File: config.mk
export PLATFORM = sky130hd
export DESIGN_NAME = sn
export DESIGN_NICKNAME = d
export VERILOG_FILES = /design/src/rtl/sn_pkg.sv /design/src/rtl/req_fifo.sv /design/src/rtl/sn.sv
export SDC_FILE = /design/constraint.sdc
export NUM_CORES = 1
export LEC_CHECK = 0
export BUFFER_PORTS_ARGS = -buffer_cell sky130_fd_sc_hd__buf_2
export CAP_MARGIN = 20
export CORE_ASPECT_RATIO = 1.4
export CORE_UTILIZATION = 40
export CTS_CLUSTER_DIAMETER = 60
export DETAILED_ROUTE_END_ITERATION = 10
export GPL_TIMING_DRIVEN = 0
export SLEW_MARGIN = 20
export SYNTH_ARGS = -nofsm -noshare
export SYNTH_HDL_FRONTEND = slang
export SYNTH_SLANG_ARGS = --single-unit
export TNS_END_PERCENT = 5
File: constraint.sdc
create_clock -name clk -period 3.07 [get_ports clk]
set_input_delay 0.614 -clock clk [delete_from_list [all_inputs] [get_ports clk]]
set_output_delay 0.614 -clock clk [all_outputs]
set_load 0.02 [all_outputs]
File: src/rtl/sn_pkg.sv
// Shared types and constants for the slave/home node: request/response payloads,
// opcodes and the channel announce state encoding.
package sn_pkg;

  localparam int unsigned WORD_WIDTH = 8;
  localparam int unsigned ADDR_BITS  = 4;
  localparam int unsigned OP_BITS    = 2;

  localparam logic [OP_BITS-1:0] op_read         = 2'd0;
  localparam logic [OP_BITS-1:0] op_data_recv    = 2'd1;
  localparam logic [OP_BITS-1:0] op_no_data_recv = 2'd2;

  typedef struct packed {
    logic [OP_BITS-1:0]   opcode;
    logic [ADDR_BITS-1:0] addr;
  } ReqType;

  typedef struct packed {
    logic [OP_BITS-1:0]    opcode;
    logic [ADDR_BITS-1:0]  addr;
    logic [WORD_WIDTH-1:0] data;
  } DataType;

  typedef enum logic [1:0] {
    StIdle,
    StAsserted,
    StSend
  } Type_chn_state;

  // Only an in-range read returns data; everything else answers with no data.
  function automatic DataType make_resp(input ReqType req, input logic in_range,
                                        input logic [WORD_WIDTH-1:0] word);
    DataType resp;
    resp.addr = req.addr;
    if (req.opcode == op_read && in_range) begin
      resp.opcode = op_data_recv;
      resp.data   = word;
    end else begin
      resp.opcode = op_no_data_recv;
      resp.data   = '0;
    end
    return resp;
  endfunction

endpackage

File: src/rtl/req_fifo.sv
// Synchronous in-order request queue. A push while full is taken only when a pop
// frees a slot in the same cycle.
module req_fifo #(
  parameter int unsigned Width = 8,
  parameter int unsigned Depth = 4
) (
  input  logic                   clk,
  input  logic                   reset_n,
  input  logic                   push,
  input  logic [Width-1:0]       wdata,
  input  logic                   pop,
  output logic [Width-1:0]       rdata,
  output logic                   full,
  output logic                   empty,
  output logic [$clog2(Depth):0] count
);

  localparam int unsigned PtrW = $clog2(Depth);
  localparam int unsigned CntW = PtrW + 1;

  logic [Width-1:0] mem_q [Depth];
  logic [PtrW-1:0]  wr_ptr_q, rd_ptr_q;
  logic [CntW-1:0]  count_q;
  logic             do_push, do_pop;

  assign full    = (count_q == CntW'(Depth));
  assign empty   = (count_q == '0);
  assign count   = count_q;
  assign rdata   = mem_q[rd_ptr_q];
  assign do_pop  = pop && !empty;
  assign do_push = push && (!full || do_pop);

  always_ff @(posedge clk or negedge reset_n) begin
    if (!reset_n) begin
      wr_ptr_q <= '0;
      rd_ptr_q <= '0;
      count_q  <= '0;
    end else begin
      if (do_push) wr_ptr_q <= wr_ptr_q + PtrW'(1);
      if (do_pop)  rd_ptr_q <= rd_ptr_q + PtrW'(1);
      count_q <= count_q + CntW'(do_push) - CntW'(do_pop);
    end
  end

  always_ff @(posedge clk) begin
    if (do_push) mem_q[wr_ptr_q] <= wdata;
  end

endmodule

File: src/rtl/sn.sv
// Slave/home node: queues read requests from the req channel, looks them up in a
// local word memory and answers on the data channel with a pre/valid announce.
module sn
  import sn_pkg::*;
#(
  parameter int unsigned QDEPTH     = 4,
  parameter int unsigned MEM_DEPTH  = 4,
  parameter int unsigned PRE_CYCLES = 1
) (
  input  logic                  clk,
  input  logic                  reset_n,
  input  logic                  pre_rx_req,
  input  ReqType                rx_req,
  input  logic                  v_rx_req,
  output logic                  pre_tx_data,
  output DataType               tx_data,
  output logic                  v_tx_data,
  input  logic                  cfg_we,
  input  logic [ADDR_BITS-1:0]  cfg_addr,
  input  logic [WORD_WIDTH-1:0] cfg_wdata,
  output logic [7:0]            drop_cnt,
  output logic                  proto_err
);

  localparam int unsigned CntW     = $clog2(QDEPTH) + 1;
  localparam int unsigned MIdxW    = $clog2(MEM_DEPTH);
  localparam int unsigned MemSlots = 1 << MIdxW;

  ReqType          head;
  logic            q_full, q_empty;
  logic [CntW-1:0] q_count;
  logic            push, pop;

  Type_chn_state in_state_q, in_state_d;
  Type_chn_state rsp_state_q, rsp_state_d;
  logic [7:0]    pre_cnt_q, pre_cnt_d;

  logic [WORD_WIDTH-1:0] mem_q [MemSlots];
  logic [WORD_WIDTH-1:0] head_word;
  logic                  head_in_range;

  logic       pre_tx_data_q, v_tx_data_q, proto_err_q;
  DataType    tx_data_q;
  logic [7:0] drop_cnt_q;

  assign pop  = (rsp_state_q == StSend);
  assign push = v_rx_req && (!q_full || pop);

  req_fifo #(
    .Width ($bits(ReqType)),
    .Depth (QDEPTH)
  ) u_req_fifo (
    .clk     (clk),
    .reset_n (reset_n),
    .push    (push),
    .wdata   (rx_req),
    .pop     (pop),
    .rdata   (head),
    .full    (q_full),
    .empty   (q_empty),
    .count   (q_count)
  );

  always_comb begin
    in_state_d = in_state_q;
    unique case (in_state_q)
      StIdle:     if (pre_rx_req) in_state_d = StAsserted;
      StAsserted: if (v_rx_req) in_state_d = StIdle;
      default:    in_state_d = StIdle;
    endcase
  end

  always_comb begin
    rsp_state_d = rsp_state_q;
    pre_cnt_d   = pre_cnt_q;
    unique case (rsp_state_q)
      StIdle: begin
        if (!q_empty) begin
          rsp_state_d = StAsserted;
          pre_cnt_d   = 8'(PRE_CYCLES - 1);
        end
      end
      StAsserted: begin
        if (pre_cnt_q == '0) rsp_state_d = StSend;
        else                 pre_cnt_d   = pre_cnt_q - 8'd1;
      end
      StSend: begin
        // Another entry remains once the head leaves (a same-cycle push counts).
        if (q_count > CntW'(1) || push) begin
          rsp_state_d = StAsserted;
          pre_cnt_d   = 8'(PRE_CYCLES - 1);
        end else begin
          rsp_state_d = StIdle;
        end
      end
      default: rsp_state_d = StIdle;
    endcase
  end

  // tx_data is captured on entry to StSend; forwarding the write of that cycle gives
  // the memory contents as seen during the StSend cycle itself.
  assign head_in_range = (32'(head.addr) < MEM_DEPTH);
  assign head_word     = (cfg_we && cfg_addr == head.addr) ? cfg_wdata
                                                            : mem_q[head.addr[MIdxW-1:0]];

  always_ff @(posedge clk or negedge reset_n) begin
    if (!reset_n) begin
      for (int unsigned i = 0; i < MemSlots; i++) mem_q[i] <= WORD_WIDTH'(i);
    end else if (cfg_we && 32'(cfg_addr) < MEM_DEPTH) begin
      mem_q[cfg_addr[MIdxW-1:0]] <= cfg_wdata;
    end
  end

  always_ff @(posedge clk or negedge reset_n) begin
    if (!reset_n) begin
      in_state_q    <= StIdle;
      rsp_state_q   <= StIdle;
      pre_cnt_q     <= '0;
      pre_tx_data_q <= 1'b0;
      v_tx_data_q   <= 1'b0;
      tx_data_q     <= '0;
      drop_cnt_q    <= '0;
      proto_err_q   <= 1'b0;
    end else begin
      in_state_q    <= in_state_d;
      rsp_state_q   <= rsp_state_d;
      pre_cnt_q     <= pre_cnt_d;
      pre_tx_data_q <= (rsp_state_d == StAsserted);
      v_tx_data_q   <= (rsp_state_d == StSend);
      if (rsp_state_d == StSend) tx_data_q <= make_resp(head, head_in_range, head_word);
      if (v_rx_req && q_full && !pop && drop_cnt_q != 8'hFF) drop_cnt_q <= drop_cnt_q + 8'd1;
      if (v_rx_req && in_state_q == StIdle) proto_err_q <= 1'b1;
    end
  end

  assign pre_tx_data = pre_tx_data_q;
  assign v_tx_data   = v_tx_data_q;
  assign tx_data     = tx_data_q;
  assign drop_cnt    = drop_cnt_q;
  assign proto_err   = proto_err_q;

endmodule

Yosys cells after proc, flatten, opt, wreduce, memory -nomap -nowiden. Memory sizes are Yosys's and may differ from the RTL's. Cells that the tools add are included.

Register bits: 76. Memory bits (writable): 24. Bits of input ports: 23. Output and inout bits: 25. Logic and storage cells: 92. Memories: 1.

Add/subtract/negate cells: 6. Order comparisons: 6. Equal/unequal tests: 13. Multiplexer cells: 22. Bitwise gates (word level): 2. Reduce and logical (&&, ||, !) cells: 25.

Memories: u_req_fifo.mem_q (depth 4, width 6, rd ports 1, clocked after memory_dff 0, wr ports 1, line req_fifo.sv:21) `logic [Width-1:0] mem_q [Depth];`.

Operators by type and width (count): $mux 8 (8); $bwmux 32 (1); $pmux 8 s3 (1); $bmux 8 s2 (1); $demux 8 s2 (1); $logic_and 1x1->1 (11); $mux 2 (5); $add 8x1->8 const B (1); $logic_not 8->1 (1); $lt 4x3->1 const B (2); $ne 2x2->1 const B (4); $ne 8x8->1 const B (1); $sub 8x1->8 const B (1); $eq 2x1->1 const B (3); $ge 3x3->1 const B (2); $logic_not 2->1 (3); $not 2->3 (2); $pmux 2 s3 (1); $add 2x1->2 const B (2); $eq 2x2->1 const B (2); $eq 4x4->1 (1); $pmux 2 s2 (1); $reduce_and 4->1 (1); $add 3x1->3 (1); 11 further kinds (17).

Logic depth before layout (Yosys ltp).
Depth after elaboration: 8. Mapped depth: 9. Mapped depth without buffers: 9.

Hierarchy. Synthesis repeated with hierarchy kept, for this count alone.

Cells, all modules: 315. Area total of the unflattened synthesis: 4503.1 sq um.

Modules (own cells, without submodules): sn (times used 1, cells each 248, area each 3210.6 sq um, sequential area each 1706.6 sq um); req_fifo (times used 1, cells each 67, area each 1292.5 sq um, sequential area each 895.9 sq um).

Worst setup path before layout. OpenSTA, ideal clock, no wires.

Path kind: reg-to-reg. Start: register u_req_fifo.rd_ptr_q[1]. End: register tx_data_q, in the netlist tx_data[6]. Library setup time: 0.121 ns. Arrival: 2.261 ns. Required time: 2.949 ns. Setup slack: 0.688 ns. Stages on the path, launching flop included: 9. Path buffers: 2. Period minus slack after synthesis: 2.382 ns. Cell sequence: dfrtp_1 buf_2 mux2i_1 mux2_2 buf_4 xnor2_1 nor4_4 mux2_2 a22o_2.

Longest elaborated chain between the ends: 7. Elaborated cells between the ends (all ways): 12. Classes of those cells: order compare (1); eq/ne (1); mux (5); bitwise (1); reduce/logical (3); memory (1).

RTL lines: from (decl) (line req_fifo.sv:22) `logic [PtrW-1:0] wr_ptr_q, rd_ptr_q;`; from (signal assigned) (line req_fifo.sv:40) `if (do_pop) rd_ptr_q <= rd_ptr_q + PtrW'(1);`; $mem_v2 4x6 *; $not 2->3 (implied by the code) (line sn.sv:104) `: mem_q[head.addr[MIdxW-1:0]];`; $bmux 8 s2 (line sn.sv:104); $mux 8 (implied by the code) (2 in series) (line sn.sv:104); $mux 8 (line sn.sv:103) `assign head_word = (cfg_we && cfg_addr == head.addr) ? cfg_wdata`; $mux 8 * (line sn_pkg.sv:35) `if (req.opcode == op_read && in_range) begin`; to (signal assigned) (line sn.sv:130) `if (rsp_state_d == StSend) tx_data_q <= make_resp(head, head_in_range, head_word);`; to (decl) (line sn.sv:43) `DataType tx_data_q;`.

Every way passes the cells marked *; elsewhere a longest branch is shown, timed or not. The select of a mux whose other input is x is not followed. A chain may end at the register's enable or synchronous reset.

Worst setup path in the final report.
Start: register pre_cnt_q[4]. End: register tx_data_q, in the netlist tx_data[6].

Longest elaborated chain between the ends: 4.

RTL lines: from (decl) (line sn.sv:36) `logic [7:0] pre_cnt_q, pre_cnt_d;`; from (signal assigned) (line sn.sv:127) `pre_cnt_q <= pre_cnt_d;`; $logic_not 8->1 (line sn.sv:84) `if (pre_cnt_q == '0) rsp_state_d = StSend;`; $mux 2 (line sn.sv:84); $pmux 2 s3 (line sn.sv:76) `unique case (rsp_state_q)`; $eq 2x2->1 (line sn.sv:130).

Every way passes these cells.

==> metrics.md <==
| Metric | Value |
|---|---|
| Flop2flop setup slack | `300 ps` |
| HPWL after detailed placement | `5905 microns` |
| Post-placement cell count | `527` |
| Core area | `10,980 sq um` |
| Post-synthesis cell type count | `44` |
| CTS buffer count | `9` |
| Starting Density | `41.39%` |
| CTS Buffer Depth | `2` |
| Input/output buffers | `46` |
| WL/cell | `15.23 microns` |
| Synthesis-to-layout area growth | `16.55%` |
| DRC errors left | `0` |
| Mean post-synth cell area | `13.44 sq um` |
| Hold_buf cts | `0` |
| Die ar. | `11,800 sq um` |
| Cells along the critical path | `nor4_4 > a31oi_1 > o21ai_0 > nand3b_2 > nor4_4 > a22o_2` |
| Kind of critical path | `reg2reg` |
| IO Pins | `48` |
| Setup TNS | `0 ps` |
| Crit start category | `register` |
| Final Max Slew Viols | `0` |
| # clock sinks | `99` |
| Synth Instances | `338` |
| CP peak stage delay | `770 ps` |
| RSZ-0062 raised after global routing | `no` |
| H-tree depth | `3` |
| Worst R2R End | `tx_data[6]` |
| CP max stage cell | `nor4_4` |
| Vias in the first global route | `2,864` |
| Post_cts resized | `0` |
| Buf+Inv Stages, Crit Path | `0` |
| Final Skew | `5.438 ps` |
| Run status | `finished, final reports clean` |
| CTS tree | `done` |
| Area taken by multi-input logic gates | `1839 sq um` |
| Post-route ant nets | `0` |
| Final critical-path required period | `2773 ps` |
| Vias | `2,765` |
| Final Worst Setup Slack | `297.0 ps` |
| Die boundary width | `92.08 microns` |
| DP Area | `4991 sq um` |
| Most frequent cells in the layout | `dfrtp_1 (71), buf_2 (48), mux2_2 (45), mux2i_1 (30), edfxtp_1 (24)` |
| Syn Nets | `376` |
| Most frequent CP cell | `nor4_4` |
| Crit. End Element | `register` |
| Antenna diodes | `0` |
| Pwr dens | `661.2 nW/um^2` |
| Pre-antenna DRT Iters | `4` |
| FFs w/ async S/R, synth | `75.76%` |
| Final Cell Area | `5296 sq um` |
| Leakage power | `0.002378 uW` |
| Worst-path fanout max | `10` |
| Syn Std Cell Area | `4544 sq um` |
| Most common cell after layout, fill and taps aside | `dfrtp_1` |
| HP Class | `in2async` |
| Maximum VDD drop | `0.0002693 V` |
| Pin count of the biggest net entering global routing | `40` |
| Dpl ws | `301.7 ps` |
| GP Congestion | `0.7738` |
| Register bit total from synthesis | `99` |
| Reg clk slew, reported paths | `70 ps` |
| Post CTS Setup Buffer Count | `0` |
| Top cells by area, synth | `dfrtp_1 (39%), edfxtp_1 (16%), mux2_2 (11%), mux2i_1 (6.6%), ha_1 (3.9%)` |
| Worst skew pair latency | `340 ps` |
| RR Startpoint | `pre_cnt_q[4]` |
| Post-synth top area share | `39.10%` |
| Worst path top cell family by delay | `simple AND/OR/NAND/NOR gates` |
| Top FF cell, synth | `dfrtp_1` |
| EDFF count, synth | `24` |
| Routed vias/inst | `5.092` |
| Final layout net count | `435` |
| Fraction of layout cells with a size suffix above 1 | `32.09%` |
| Non-Filler Instances | `543` |
| FF-to-FF path depth | `6` |
| Finish-stage setup viols | `0` |
| Global-route wire length before repair | `13,970 microns` |
| Worst slew pin tran | `785.6 ps` |
| Register area share after synthesis | `57.27%` |
| Synth warn | `0` |
| WP data required | `3350 ps` |
| FILL cells | `1,004` |
| Chip Height | `128.1 microns` |
| Final hold vios | `0` |
| Sequential cell area | `2603 sq um` |
| Period utilization | `90.33%` |
| GR Util All Layers | `15.43%` |
| Rows | `45` |
| Grt ovf | `0` |
| WL final | `8271 microns` |
| DR iter-0 viols | `68` |
| Root buffer cell | `clkbuf_16` |
| Fmax achieved | `360.6 MHz` |
| Initial antenna violation count | `0` |
| Max cap viols | `0` |
| Slew headroom | `47.34%` |
| Crit path DAT | `3050 ps` |
| Post-synth top area cell | `dfrtp_1` |
Yosys cell counts (all sizes together), types with 5 or more instances:
library cell  number
a21oi              6
a22o               9
and2               5
buf                5
clkbuf             5
dfrtp             71
edfxtp            24
ha                14
inv               16
mux2              45
mux2i             30
nand2             20
nand3              5
nor2               9
nor3               7
o21ai             14
xnor2             10
xor2               5
cell type report:
| cell class | instances | share of cell area, % |
|---|---|---|
| Inverter | 16 | 1.134 |
| Multi-Input combinational cell | 213 | 34.73 |
| Clock inverter | 5 | 1.158 |
| Buffer | 10 | 0.9922 |
| Clock buffer | 11 | 4.607 |
| Timing Repair Buffer | 48 | 4.914 |
| Sequential cell | 99 | 49.14 |
| Tap cell | 141 | 3.331 |
registers in the layout, indices dropped and copies added, names as in the netlist, 2 cells and up:
name                 flops
u_req_fifo.rd_ptr_q      2
drop_cnt                 8
u_req_fifo.count         3
tx_data                 14
u_req_fifo.mem_q        24
rsp_state_q              2
u_req_fifo.wr_ptr_q      2
pre_cnt_q                8
mem_q                   32
where the power goes:
part	switching [uW]	internal (uW)	leakage [uW]
clock	481	660	0.000141
combinational	339	321	0.00108
sequential	114	1590	0.00115
total	934	2570	0.00238
worst max path at each step:
stage | start | endpoint | slack, ps | cells after the start
3_3_place_gp | cfg_addr[3] | mem_q[17] | 270 | 5
2_1_floorplan | u_req_fifo.rd_ptr_q[1] | tx_data[6] | 690 | 8
4_1_cts | pre_cnt_q[4] | tx_data[6] | 290 | 6
6_report | pre_cnt_q[4] | tx_data[6] | 300 | 6
5_1_grt | rsp_state_q[1] | tx_data[6] | 50 | 7
3_5_place_dp | pre_cnt_q[4] | tx_data[6] | 300 | 6
cells by family after synthesis:
| kind of cell | count (synthesis) | synth area share [%] |
|---|---|---|
| flops | 99 | 57.27 |
| xor+xnor | 15 | 2.891 |
| buf+inv | 26 | 2.478 |
| compound gates | 38 | 5.617 |
| mux | 77 | 18.75 |
| fa+ha+maj | 15 | 4.295 |
| simple gates | 68 | 8.700 |
metal layers:
metal,vias to the layer above,part of all wire (%),track usage [%]
li1,1331,-,-
met1,1373,43,18.37
met2,49,52,26.60
met3,12,3.2,3.262
met4,0,1.8,7.169
met5,-,0,0
metrics by stage:
step	total power, uW	hold slack, ps	util (%)
final	3502	225.6	48.24
after global routing	3702	255.5	48.24
after CTS	3554	235.3	48.24
after detailed placement	2404	452.2	45.46
after global placement	2362	439.0	45.09
after floorplan	2202	318.4	-
Power figures use the tool's default switching activity.
